==> src/rtl/convolution_procesor_ctrl_if.sv <==
// Handshake and memory-control bundle between the convolution controller and its surroundings.
// The slave side is the controller; the master side drives run requests and sizes.
interface convolution_procesor_ctrl_if #(
  parameter int ADDR_WIDTH = 5
);
  logic                  start;
  logic                  sizes_valid;
  logic [ADDR_WIDTH:0]   size_x;
  logic [ADDR_WIDTH:0]   size_y;
  logic                  mem_rd_en;
  logic [ADDR_WIDTH-1:0] addr_x;
  logic [ADDR_WIDTH-1:0] addr_y;
  logic                  acc_clr;
  logic                  acc_en;
  logic                  wr_en;
  logic [ADDR_WIDTH:0]   addr_z;
  logic                  busy;
  logic                  done;
  logic                  err;

  modport master (
    output start, sizes_valid, size_x, size_y,
    input  mem_rd_en, addr_x, addr_y, acc_clr, acc_en, wr_en, addr_z, busy, done, err
  );

  modport slave (
    input  start, sizes_valid, size_x, size_y,
    output mem_rd_en, addr_x, addr_y, acc_clr, acc_en, wr_en, addr_z, busy, done, err
  );
endinterface

==> src/rtl/convolution_procesor_ctrl.sv <==
// Control and address generation for Z = X * Y: walks each output index i over its
// valid j range, strobing reads, accumulator clear/enable and the Z write.
module convolution_procesor_ctrl #(
  parameter int ADDR_WIDTH = 5
) (
  input  logic                        clk,
  input  logic                        rst,
  convolution_procesor_ctrl_if.slave  bus
);
  localparam int CW = ADDR_WIDTH + 2;
  localparam logic [ADDR_WIDTH:0] MAX_SIZE = {1'b1, {ADDR_WIDTH{1'b0}}};

  typedef enum logic [2:0] {
    S_IDLE  = 3'd0,
    S_CLR   = 3'd1,
    S_MAC   = 3'd2,
    S_DRAIN = 3'd3,
    S_WRITE = 3'd4,
    S_DONE  = 3'd5
  } state_e;

  state_e                state_q, state_d;
  logic [CW-1:0]         i_q, i_d;
  logic [ADDR_WIDTH-1:0] j_q, j_d;
  logic [ADDR_WIDTH:0]   sx_q, sx_d, sy_q, sy_d;
  logic                  acc_en_q, acc_en_d;
  logic                  err_q, err_d;

  logic [CW-1:0]         sx_w, sy_w, last_i, j_lo, j_hi, i_minus_j;
  logic                  start_ok;

  logic                  mem_rd_en_s, acc_clr_s, wr_en_s, busy_s, done_s;
  logic [ADDR_WIDTH-1:0] addr_x_s, addr_y_s;
  logic [ADDR_WIDTH:0]   addr_z_s;

  // j bounds for the current output index; all in CW bits so nothing wraps.
  always_comb begin
    sx_w      = CW'(sx_q);
    sy_w      = CW'(sy_q);
    last_i    = sx_w + sy_w - CW'(2);
    i_minus_j = i_q - CW'(j_q);
    if (i_q >= sy_w - CW'(1)) begin
      j_lo = i_q - (sy_w - CW'(1));
    end else begin
      j_lo = '0;
    end
    if (i_q < sx_w - CW'(1)) begin
      j_hi = i_q;
    end else begin
      j_hi = sx_w - CW'(1);
    end
    start_ok = bus.sizes_valid && (bus.size_x <= MAX_SIZE) && (bus.size_y <= MAX_SIZE);
  end

  always_comb begin
    state_d     = state_q;
    i_d         = i_q;
    j_d         = j_q;
    sx_d        = sx_q;
    sy_d        = sy_q;
    err_d       = 1'b0;
    mem_rd_en_s = 1'b0;
    acc_clr_s   = 1'b0;
    wr_en_s     = 1'b0;
    busy_s      = 1'b0;
    done_s      = 1'b0;
    addr_x_s    = '0;
    addr_y_s    = '0;
    addr_z_s    = '0;
    case (state_q)
      S_IDLE: begin
        if (bus.start) begin
          if (start_ok) begin
            sx_d    = bus.size_x;
            sy_d    = bus.size_y;
            i_d     = '0;
            state_d = S_CLR;
          end else begin
            err_d = 1'b1;
          end
        end
      end
      S_CLR: begin
        busy_s    = 1'b1;
        acc_clr_s = 1'b1;
        j_d       = ADDR_WIDTH'(j_lo);
        state_d   = S_MAC;
      end
      S_MAC: begin
        busy_s      = 1'b1;
        mem_rd_en_s = 1'b1;
        addr_x_s    = j_q;
        addr_y_s    = ADDR_WIDTH'(i_minus_j);
        if (CW'(j_q) == j_hi) begin
          state_d = S_DRAIN;
        end else begin
          j_d = j_q + 1'b1;
        end
      end
      S_DRAIN: begin
        busy_s  = 1'b1;
        state_d = S_WRITE;
      end
      S_WRITE: begin
        busy_s   = 1'b1;
        wr_en_s  = 1'b1;
        addr_z_s = (ADDR_WIDTH + 1)'(i_q);
        if (i_q == last_i) begin
          state_d = S_DONE;
        end else begin
          i_d     = i_q + CW'(1);
          state_d = S_CLR;
        end
      end
      S_DONE: begin
        done_s  = 1'b1;
        state_d = S_IDLE;
      end
      default: begin
        state_d = S_IDLE;
      end
    endcase
    // acc_en lags the read strobe by the RAM read latency.
    acc_en_d = mem_rd_en_s;
  end

  always_ff @(posedge clk) begin
    if (rst) begin
      state_q  <= S_IDLE;
      i_q      <= '0;
      j_q      <= '0;
      sx_q     <= '0;
      sy_q     <= '0;
      acc_en_q <= 1'b0;
      err_q    <= 1'b0;
    end else begin
      state_q  <= state_d;
      i_q      <= i_d;
      j_q      <= j_d;
      sx_q     <= sx_d;
      sy_q     <= sy_d;
      acc_en_q <= acc_en_d;
      err_q    <= err_d;
    end
  end

  assign bus.mem_rd_en = mem_rd_en_s;
  assign bus.addr_x    = addr_x_s;
  assign bus.addr_y    = addr_y_s;
  assign bus.acc_clr   = acc_clr_s;
  assign bus.acc_en    = acc_en_q;
  assign bus.wr_en     = wr_en_s;
  assign bus.addr_z    = addr_z_s;
  assign bus.busy      = busy_s;
  assign bus.done      = done_s;
  assign bus.err       = err_q;
endmodule
==> src/flat_wrapper.sv <==
// flat-port wrapper written by rule: the top's interface ports become plain ports
module convolution_procesor_ctrl_flat 
#(
  parameter int ADDR_WIDTH = 5
)
  (clk, rst, bus_start, bus_sizes_valid, bus_size_x, bus_size_y, bus_mem_rd_en, bus_addr_x, bus_addr_y, bus_acc_clr, bus_acc_en, bus_wr_en, bus_addr_z, bus_busy, bus_done, bus_err);
  convolution_procesor_ctrl_if #(.ADDR_WIDTH(ADDR_WIDTH)) bus_i ();
  input  logic clk;
  input  logic rst;
  input wire logic [$bits(bus_i.start)-1:0] bus_start;
  input wire logic [$bits(bus_i.sizes_valid)-1:0] bus_sizes_valid;
  input wire logic [$bits(bus_i.size_x)-1:0] bus_size_x;
  input wire logic [$bits(bus_i.size_y)-1:0] bus_size_y;
  output wire logic [$bits(bus_i.mem_rd_en)-1:0] bus_mem_rd_en;
  output wire logic [$bits(bus_i.addr_x)-1:0] bus_addr_x;
  output wire logic [$bits(bus_i.addr_y)-1:0] bus_addr_y;
  output wire logic [$bits(bus_i.acc_clr)-1:0] bus_acc_clr;
  output wire logic [$bits(bus_i.acc_en)-1:0] bus_acc_en;
  output wire logic [$bits(bus_i.wr_en)-1:0] bus_wr_en;
  output wire logic [$bits(bus_i.addr_z)-1:0] bus_addr_z;
  output wire logic [$bits(bus_i.busy)-1:0] bus_busy;
  output wire logic [$bits(bus_i.done)-1:0] bus_done;
  output wire logic [$bits(bus_i.err)-1:0] bus_err;
  assign bus_i.start = bus_start;
  assign bus_i.sizes_valid = bus_sizes_valid;
  assign bus_i.size_x = bus_size_x;
  assign bus_i.size_y = bus_size_y;
  assign bus_mem_rd_en = bus_i.mem_rd_en;
  assign bus_addr_x = bus_i.addr_x;
  assign bus_addr_y = bus_i.addr_y;
  assign bus_acc_clr = bus_i.acc_clr;
  assign bus_acc_en = bus_i.acc_en;
  assign bus_wr_en = bus_i.wr_en;
  assign bus_addr_z = bus_i.addr_z;
  assign bus_busy = bus_i.busy;
  assign bus_done = bus_i.done;
  assign bus_err = bus_i.err;
  convolution_procesor_ctrl #(.ADDR_WIDTH(ADDR_WIDTH)) u_core (.clk(clk), .rst(rst), .bus(bus_i));
endmodule
==> config.mk <==
export PLATFORM = sky130hd
export DESIGN_NAME = convolution_procesor_ctrl_flat
export DESIGN_NICKNAME = d
export VERILOG_FILES = /design/src/rtl/convolution_procesor_ctrl_if.sv /design/src/rtl/convolution_procesor_ctrl.sv /design/src/flat_wrapper.sv
export SDC_FILE = /design/constraint.sdc
export NUM_CORES = 1
export LEC_CHECK = 0
export CAP_MARGIN = 20
export CORE_MARGIN = 10
export CORE_UTILIZATION = 55
export DETAILED_ROUTE_END_ITERATION = 6
export PLACE_DENSITY = 0.91
export SETUP_SLACK_MARGIN = 0.1
export SYNTH_ARGS = -nofsm -noshare
export SYNTH_HDL_FRONTEND = slang
export SYNTH_SLANG_ARGS = --single-unit
==> constraint.sdc <==
create_clock -name clk -period 4.5 [get_ports clk]
set_input_delay 0.45 -clock clk [delete_from_list [all_inputs] [get_ports clk]]
set_output_delay 0.45 -clock clk [all_outputs]
set_load 0.03 [all_outputs]
Word-level counts from Yosys, hierarchy flattened
Index checks and enable logic that the tools add are counted.
Word-level totals
  bits in registers: 29
  output and inout port bits: 23
Operators by class
  bitwise operators: 2
  mux-type cells: 22
  magnitude comparators: 4
  equality and inequality tests: 12
  reductions and logical operators: 11
  $add $sub $neg: 8
Operators with widths (count)
  $mux 7: 4
  $mux 5: 4
  $pmux 3 s5: 1
  $pmux 7 s2: 1
  $sub 6x1->7 const B: 2
  $le 6x6->1 const B: 2
  $mux 3: 4
  $pmux 5 s2: 1
  $sub 5x5->5: 2
  $add 6x6->7: 1
  $add 7x1->7 const B: 1
  $eq 5x7->1: 1
  $eq 7x7->1: 1
  $ge 7x7->1: 1
  $lt 7x7->1: 1
  $sub 7x2->7 const B: 1
  $eq 3x2->1 const B: 2
  $eq 3x3->1 const B: 2
  $mux 1: 6
  $mux 6: 1
  $ne 2x2->1 const B: 3
  $reduce_and 3->1: 2
  $add 5x1->5 const B: 1
  $ne 2x1->1 const B: 2
  other kinds (9): 12

Logic depth before layout (Yosys ltp)
Gate-level depths: netlist (run 1).
  depth after elaboration: 6
  mapped depth: 13

Worst setup path after synthesis (run 1)
Ideal clock, no wire load.
  path type: register to register
  from: register u_core.sx_q[0]
  to: register u_core.j_q[3]
  arrival: 3.183 ns
  setup slack: 1.194 ns
  required time: 4.377 ns
  cell stages (with the launch flop): 14
  period minus slack after synthesis: 3.306 ns
  cell sequence: dfxtp_1 > inv_1 > ha_1 > nor3b_1 > xnor2_1 > ha_1 > a21o_1 > a211o_1 > o22a_2 > mux2i_1 > xnor2_1 > nor4_4 > o21bai_2 > mux2_1
Between the ends
  longest elaborated chain between the ends: 6
RTL lines
  from (decl): RTL line convolution_procesor_ctrl.sv:25  | logic [ADDR_WIDTH:0] sx_q, sx_d, sy_q, sy_d;
  from (signal assigned): RTL line convolution_procesor_ctrl.sv:132  | sx_q <= '0;
  from (signal assigned): RTL line convolution_procesor_ctrl.sv:140  | sx_q <= sx_d;
  $sub 6x1->7 *: RTL line convolution_procesor_ctrl.sv:47, convolution_procesor_ctrl.sv:50
  $lt 7x7->1: RTL line convolution_procesor_ctrl.sv:47  | if (i_q < sx_w - CW'(1)) begin
  $mux 7 *: RTL line convolution_procesor_ctrl.sv:47
  $eq 5x7->1 *: RTL line convolution_procesor_ctrl.sv:94  | if (CW'(j_q) == j_hi) begin
  $ne 2x2->1 (no source line) *
  $reduce_and 2->1 (no source line) *
  to (signal assigned): RTL line convolution_procesor_ctrl.sv:139  | j_q <= j_d;
  to (decl): RTL line convolution_procesor_ctrl.sv:24  | logic [ADDR_WIDTH-1:0] j_q, j_d;
Mark *: on every way between the ends. The rest lies on a longest branch, timed or not.
A chain may end at the register's enable or synchronous reset.

Worst setup path in the final report (run 1)
  from: register u_core.sx_q[0]
  to: register u_core.j_q[4]
Same word-level chain as after synthesis.

==> implementation parameters, run 1 <==
Parameter                              Value

Run status
  Result of the run    finished clean

STA
  Worst Skew    ~0.0034 ns
  Setup TNS    0 ns
  Setup slack after layout    0.757 ns
  Final Hold Vio Count    0
  RSZ-0062 raised after global routing    false
  Worst slack on hold paths    between 0.5 and 0.6 ns
  Slew Limit Fails    0
  Crit path time final    3.74 ns
  Final Setup Violations    0
  Achievable clock frequency    roughly 0.27 GHz
  Rel. slew slack    approximately a quarter
  Period Utilization, post-route    83.2%
  Slew at the pin closest to its max-slew limit    approximately 1.1 ns

Setup path
  Chain of cells forming the critical path    inv_1, ha_1, nor3b_1, xnor2_1, ha_1, a21o_1, a211o_1, o22ai_1, mux2i_1, xnor2_1, nor4_4, o21bai_2, mux2_1
  Classification of the worst setup path    flip-flop to flip-flop
  Register-to-Register Setup Slack    0.76 ns
  Required time at the worst-slack endpoint    about 4.7 ns
  Cell at the slowest stage of the critical path    sky130_fd_sc_hd__nor4_4
  Critical path startpoint category    flip-flop
  Kind of cell with the highest combined delay on the critical path    simple AND/OR/NAND/NOR gates
  Number of cells on the worst reg-to-reg path    13
  Worst Path Max Fanout    7
  CP peak stage delay    ~0.46 ns
  Endpoint kind of the worst setup timing path    flip-flop
  Sum of buffers and inverters on the critical path    1
  Number of cells on the critical path    13
  Data arrival, critical path    3.92 ns

Min path
  Hold Path Cell Cnt    2
  Hold/Removal Path Class    flip-flop to flip-flop

Placed design
  Detailed placement HPWL    5290 µm
  Count of input and output buffers    38
  Pre-CTS worst setup slack    just over 0.8 ns
  RD Place Congestion    0.880

Clocking
  CTS tree    built
  Inserted Clock Buffers    5
  Clock sink count    29
  Clock tree root driver cell    sky130_fd_sc_hd__clkbuf_8
  Clock input transition at the sequential cells of the worst setup and hold paths    about 0.060 ns
  CTS H-tree lvls    2
  Setup Fix Bufs, Post-CTS    0
  Source-to-sink clock delay at the later pin of the worst-skew pair    about 0.28 ns
  Number of gates resized after CTS    0
  Clock Tree Buf Depth    2
  Hold buffer count at CTS    0

Floorplanning
  Floorplan die area    between 8000 and 9000 µm²
  Die boundary height    90 µm
  Core outline area    4720 µm²
  Initial cell density of the core    57.1%
  Total I/O pin count    39
  Horizontal die dimension    about 90 µm
  Number of rows created at floorplan    25

Power
  Portion of total power attributed to sequential cells    41.3%
  Leak pwr    1.43 nW
  Power per Cell Area    roughly 210 nW/µm²
  Part of the total power dissipated in combinational logic    22.6%
  Worst vdd rail ir drop    183 µV
  P_int    0.471 mW
  Sw frac    about 29%
  Switch Pwr    0.189 mW
  Proportion of power drawn by the clock network    36.2%
  Total Power Consumption    around 0.66 mW

Synth
  Async set-or-reset flop fraction in the synthesized netlist    0%
  Cell type with the largest total area after synthesis    sky130_fd_sc_hd__dfxtp_1
  Avg Cell Area, Syn    a little over 8 µm²
  Seq cells post-synth    29
  Warnings from Yosys    0
  Top flip-flop cell by instance count after synthesis    sky130_fd_sc_hd__dfxtp_1
  Synthesized netlist cell count    334
  Area contributors post-synth    sky130_fd_sc_hd__dfxtp_1, sky130_fd_sc_hd__ha_1, sky130_fd_sc_hd__xnor2_1, sky130_fd_sc_hd__mux2i_1, sky130_fd_sc_hd__inv_1
  Post-synth EDFFs    0
  Synth Net Count    385
  Distinct cell type count of the synthesized netlist    52
  Share of synthesized area occupied by flip-flops and latches    21.5%
  Area share of the largest cell type after synthesis    21.5%
  Area of the mapped netlist    2700 µm²

Detailed routing
  Number of vias in the routed layout    2478
  Via density    between 5 and 6
  Average wire length per cell after detail routing    15.8 µm
  First-pass iteration count of the detailed router    4
  Iteration-0 DRC count of the detailed router    183
  Wire length reported by the detailed router    6830 µm
  DRC Markers    0
  Residual antenna-violating net count after detailed routing    0

Finish
  Layout Area Growth over Synthesis    18.9%
  Number of antenna repair diodes    0
  Most used cells in the layout excluding fill and tap cells    sky130_fd_sc_hd__clkdlybuf4s50_1, sky130_fd_sc_hd__inv_1, sky130_fd_sc_hd__ha_1
  Fraction of final layout cells with drive strength greater than 1    around 4.4%
  # nets final    415
  Leading cell type in the layout, fill and taps excluded    sky130_fd_sc_hd__clkdlybuf4s50_1

Flow run
  Max-cap viol count    0

GRT
  Via count of the first global-routing pass    2516
  Antenna violations before repair    0
  First-pass GRT wire length    between 10000 and 15000 µm
  Overall global routing resource usage    17.1%
  Pin count of the biggest net entering global routing    30
  Congestion Overflow GR    0
## area by class of cell
| cell class | count | area, µm² |
|---|---|---|
| clock buffers | 7 | 96.3 |
| clock inverters | 1 | 5.00 |
| flip-flops and latches | 29 | 581 |
| repair buffers | 39 | 388 |
| multi-input cells | 254 | 1920 |
| fillers | 380 | 1520 |
| inverters | 35 | 131 |
| well taps | 67 | 83.8 |
## tightest hold or removal path, delay by kind of cell (launching register included)
kind             cells  cell delay (ns)
multiplexers         1             0.07
flip-flops           1             0.33
AND/OR/NAND/NOR      1             0.07
## path summary, 6_finish.rpt
check	startpoint	end
max reg2reg	u_core.sx_q[0]	u_core.j_q[4]
min	u_core.sy_q[5]	u_core.sy_q[5]
max	u_core.sx_q[0]	u_core.j_q[4]
min reg2reg	u_core.sy_q[5]	u_core.sy_q[5]
## cell families after synthesis
logic type	Yosys count	share of synthesized area, %
xor+xnor	37	12.0
fa+ha+maj	35	17.1
simple gates	107	20.8
mux	19	7.15
buf+inv	51	7.24
compound gates	56	14.2
flops	29	21.5
## power groups by stage
stage               clock, mW  sequential, mW  combinational (mW)
finish                  0.239           0.272               0.149
global route            0.254           0.273               0.165
CTS                     0.241           0.272               0.149
detailed placement          0           0.278               0.148
global placement            0           0.277               0.142
floorplan                   0           0.274               0.108
## metal layers
metal	share of wire, %	vias to the layer above	GRT usage [%]	wire, µm
met4	2.6	0	7.96	180
met1	42	1156	20.1	2890
met2	48	85	29.1	3300
met3	6.7	15	3.33	459
met5	0	-	0	0
li1	-	1222	-	-
## state kept, by name, summed over array words and instances, names as in the netlist
register,cells
u_core.bus.acc_en,1
u_core.bus.err,1
u_core.i_q,7
u_core.j_q,5
u_core.state_q,3
u_core.sx_q,6
u_core.sy_q,6
## metrics by stage
| stage | cells | utilization [%] | cell area (µm²) |
|---|---|---|---|
| final | 432 | 67.8 | 3200 |
| after global routing | 432 | 67.8 | 3200 |
| after CTS | 432 | 67.8 | 3200 |
| after detailed placement | 424 | 65.7 | 3100 |
| after global placement | 424 | 65.7 | 3100 |
| after floorplan | 334 | - | 2700 |
## cell usage after synthesis (3+ instances only)
library cell	n
sky130_fd_sc_hd__a21o_1	7
sky130_fd_sc_hd__a21oi_1	13
sky130_fd_sc_hd__and2_1	5
sky130_fd_sc_hd__and3_1	7
sky130_fd_sc_hd__buf_2	3
sky130_fd_sc_hd__clkbuf_1	13
sky130_fd_sc_hd__dfxtp_1	29
sky130_fd_sc_hd__fa_1	3
sky130_fd_sc_hd__ha_1	32
sky130_fd_sc_hd__inv_1	34
sky130_fd_sc_hd__mux2i_1	17
sky130_fd_sc_hd__nand2_1	15
sky130_fd_sc_hd__nand3_1	17
sky130_fd_sc_hd__nor2_1	31
sky130_fd_sc_hd__nor2b_1	3
sky130_fd_sc_hd__nor3_1	8
sky130_fd_sc_hd__nor3b_1	3
sky130_fd_sc_hd__o21a_1	3
sky130_fd_sc_hd__o21ai_0	9
sky130_fd_sc_hd__or4_1	3
sky130_fd_sc_hd__xnor2_1	30
sky130_fd_sc_hd__xor2_1	7
(Power assumes the default switching activity.)
==> run 2: changes to the inputs <==
clock period = 3.9 ns   (was 4.5 ns; I/O delays follow)
==> run 2 against run 1 <==
  * Clock power rose by 3%
  * Non-clock buffer count rose by 4
  * Combinational power rose by 17%
  * Via count rose by 1.7%
  * Design area rose by 0.51%
  * Clock skew rose by 0.0016 ns
  * Critical path depth rose by 1
  * Worst setup slack got worse by 0.42 ns
  * Sequential share of layout area fell by 0.092 points
  * Fmax rose by 5.1%
  * First-iteration DRC count rose by 14%
  * Critical path type unchanged
  * Largest cell class unchanged
==> implementation parameters, run 2 (synthesis gave the netlist of run 1 again) <==
Parameter                              Value

Run status
  Result of the run    finished clean

Detailed routing
  Wire length reported by the detailed router    6850 µm
  Via density    around 5.8
  Iteration-0 DRC count of the detailed router    209
  DRC Markers    0
  First-pass iteration count of the detailed router    5
  Residual antenna-violating net count after detailed routing    0
  Average wire length per cell after detail routing    15.7 µm
  Number of vias in the routed layout    roughly 2500

Setup path
  Startpoint of the lowest-slack register-to-register path    u_core.sx_q[0]
  Chain of cells forming the critical path    inv_1, ha_1, nor3b_2, xnor2_1, ha_1, a21o_1, a211o_1, o22a_2, mux2i_1, xnor2_1, nor4_4, buf_4, o21bai_2, mux2_1
  Kind of cell with the highest combined delay on the critical path    compound AO/OA/AOI/OAI gates
  Data arrival, critical path    3.73 ns
  Crit path to    u_core.j_q[3]
  Number of cells on the critical path    14
  Launching element of the worst setup path    u_core.sx_q[0]
  CP peak stage delay    0.47 ns
  Required time at the worst-slack endpoint    4.07 ns
  Worst reg2reg endpoint    u_core.j_q[3]
  Number of cells on the worst reg-to-reg path    14
  Register-to-Register Setup Slack    0.34 ns
  Critical path startpoint category    flip-flop
  Classification of the worst setup path    flip-flop to flip-flop
  Worst Path Max Fanout    7
  Cell at the slowest stage of the critical path    sky130_fd_sc_hd__dfxtp_1
  Endpoint kind of the worst setup timing path    flip-flop
  Sum of buffers and inverters on the critical path    2

Power
  Proportion of power drawn by the clock network    33.5%
  P_int    0.510 mW
  Total Power Consumption    0.734 mW
  Worst vdd rail ir drop    208 µV
  Portion of total power attributed to sequential cells    42.9%
  Switch Pwr    between 0.2 and 0.25 mW
  Part of the total power dissipated in combinational logic    between 20% and 30%
  Power per Cell Area    around 230 nW/µm²
  Sw frac    30.5%
  Leak pwr    1.45 nW

STA
  Setup slack after layout    0.339 ns
  Rel. slew slack    25.5%
  Final Hold Vio Count    0
  Achievable clock frequency    0.281 GHz
  Period Utilization, post-route    91.3%
  Crit path time final    3.56 ns
  Slew Limit Fails    0
  RSZ-0062 raised after global routing    false
  Setup TNS    0 ns
  Final Setup Violations    0
  Slew at the pin closest to its max-slew limit    1.11 ns
  Worst Skew    0.00506 ns

GRT
  First-pass GRT wire length    11900 µm
  Overall global routing resource usage    17.1%
  Pin count of the biggest net entering global routing    30
  Via count of the first global-routing pass    approximately 2500
  Congestion Overflow GR    0
  Antenna violations before repair    0

Finish
  # nets final    419
  Area of combinational cells with multiple inputs    1920 µm²
  Summed area of non-filler cells in the final layout    3220 µm²
  FF/Latch Area    581 µm²
  Fraction of final layout cells with drive strength greater than 1    5.42%
  Flip-flop count of the largest register after layout    7
  Largest registers in the final layout    u_core.i_q: 7 flops, u_core.sx_q: 6 flops, u_core.sy_q: 6 flops
  Number of antenna repair diodes    0
  Number of fill cells    between 300 and 400
  Top register by number of flip-flops    u_core.i_q
  Finished Layout Cells    around 440
  Most used cells in the layout excluding fill and tap cells    sky130_fd_sc_hd__clkdlybuf4s50_1, sky130_fd_sc_hd__inv_1, sky130_fd_sc_hd__ha_1
  Layout Area Growth over Synthesis    19.5%
  Leading cell type in the layout, fill and taps excluded    sky130_fd_sc_hd__clkdlybuf4s50_1

Clocking
  Clock input transition at the sequential cells of the worst setup and hold paths    0.07 ns
  Clock Tree Buf Depth    2
  Clock tree root driver cell    sky130_fd_sc_hd__clkbuf_8
  Clock sink count    29
  Inserted Clock Buffers    5
  CTS tree    built
  Source-to-sink clock delay at the later pin of the worst-skew pair    about 0.28 ns
  CTS H-tree lvls    2

Flow run
  Max-cap viol count    0

Placed design
  Count of input and output buffers    38
  Placed instance count    427
  RD Place Congestion    0.894
  Detailed placement HPWL    5360 µm
  Pre-CTS worst setup slack    0.234 ns
  Cell area after placement    3130 µm²

Floorplanning
  Floorplan die area    8100 µm²
  Core outline area    4720 µm²
  Die boundary height    90 µm
  Horizontal die dimension    approximately 90 µm
  Initial cell density of the core    57.1%
  Number of rows created at floorplan    25
  Total I/O pin count    39

Min path
  Hold/Removal Path Class    flip-flop to flip-flop
## run 2: cell types whose count changed in the layout (fill, tap and decap cells not counted)
cell	before	now
sky130_fd_sc_hd__buf_4	1	5
sky130_fd_sc_hd__clkbuf_8	7	5
sky130_fd_sc_hd__clkbuf_1	0	1
sky130_fd_sc_hd__clkinv_2	1	2
sky130_fd_sc_hd__nor3b_1	3	2
sky130_fd_sc_hd__nor3b_2	0	1
## run 2: routing by layer
metal / global-route usage (%) / share of wire [%]
met1: 20.4 / 44
met2: 29.1 / 48
met3: 3.33 / 5.0
met4: 7.03 / 2.2
met5: 0 / 0
## run 2: area by class of cell
| class | instances | share of cell area (%) |
|---|---|---|
| Clock buffer | 6 | 2.25 |
| Clock inverter | 2 | 0.311 |
| Inverter | 35 | 4.08 |
| Multi-Input combinational cell | 254 | 59.8 |
| Sequential cell | 29 | 18.0 |
| Tap cell | 67 | 2.60 |
| Timing Repair Buffer | 43 | 13.0 |
## run 2: how the worst min path moves through the flow
stage	from	end	slack, ns	cells after the start
2_1_floorplan	u_core.sy_q[5]	u_core.sy_q[5]	0.46	2
3_3_place_gp	u_core.sy_q[5]	u_core.sy_q[5]	0.48	2
3_5_place_dp	u_core.sy_q[5]	u_core.sy_q[5]	0.53	2
4_1_cts	u_core.sy_q[4]	u_core.sy_q[4]	0.54	2
5_1_grt	u_core.sy_q[4]	u_core.sy_q[4]	0.59	2
6_report	u_core.sy_q[1]	u_core.sy_q[1]	0.54	2
## run 2: repair_timing
| item | in CTS | in global routing |
|---|---|---|
| hold buffers | 0 | 0 |
| setup buffers | 0 | 1 |
| setup endpoints to repair | 0 | 6 |
| resized for setup | 0 | 1 |
## run 2: worst min-delay path: cells and delay by family, from the launching register on
family,cells,cell delay [ns]
AND/OR/NAND/NOR,1,0.07
flip-flops,1,0.35
multiplexers,1,0.08
## run 2: power groups by stage
stage                     registers, mW  logic (mW)  clock network, mW
final                             0.315       0.174              0.246
after global routing              0.316       0.193              0.260
after CTS                         0.314       0.171              0.246
after detailed placement          0.321       0.170                  0
after global placement            0.320       0.165                  0
after floorplan                   0.316       0.124                  0
## run 2: stage by stage
step                hold slack (ns)  util, %
floorplan                     0.463        -
global placement              0.478     66.2
detailed placement            0.529     66.2
CTS                           0.544     67.9
global route                  0.591     68.2
finish                        0.539     68.2
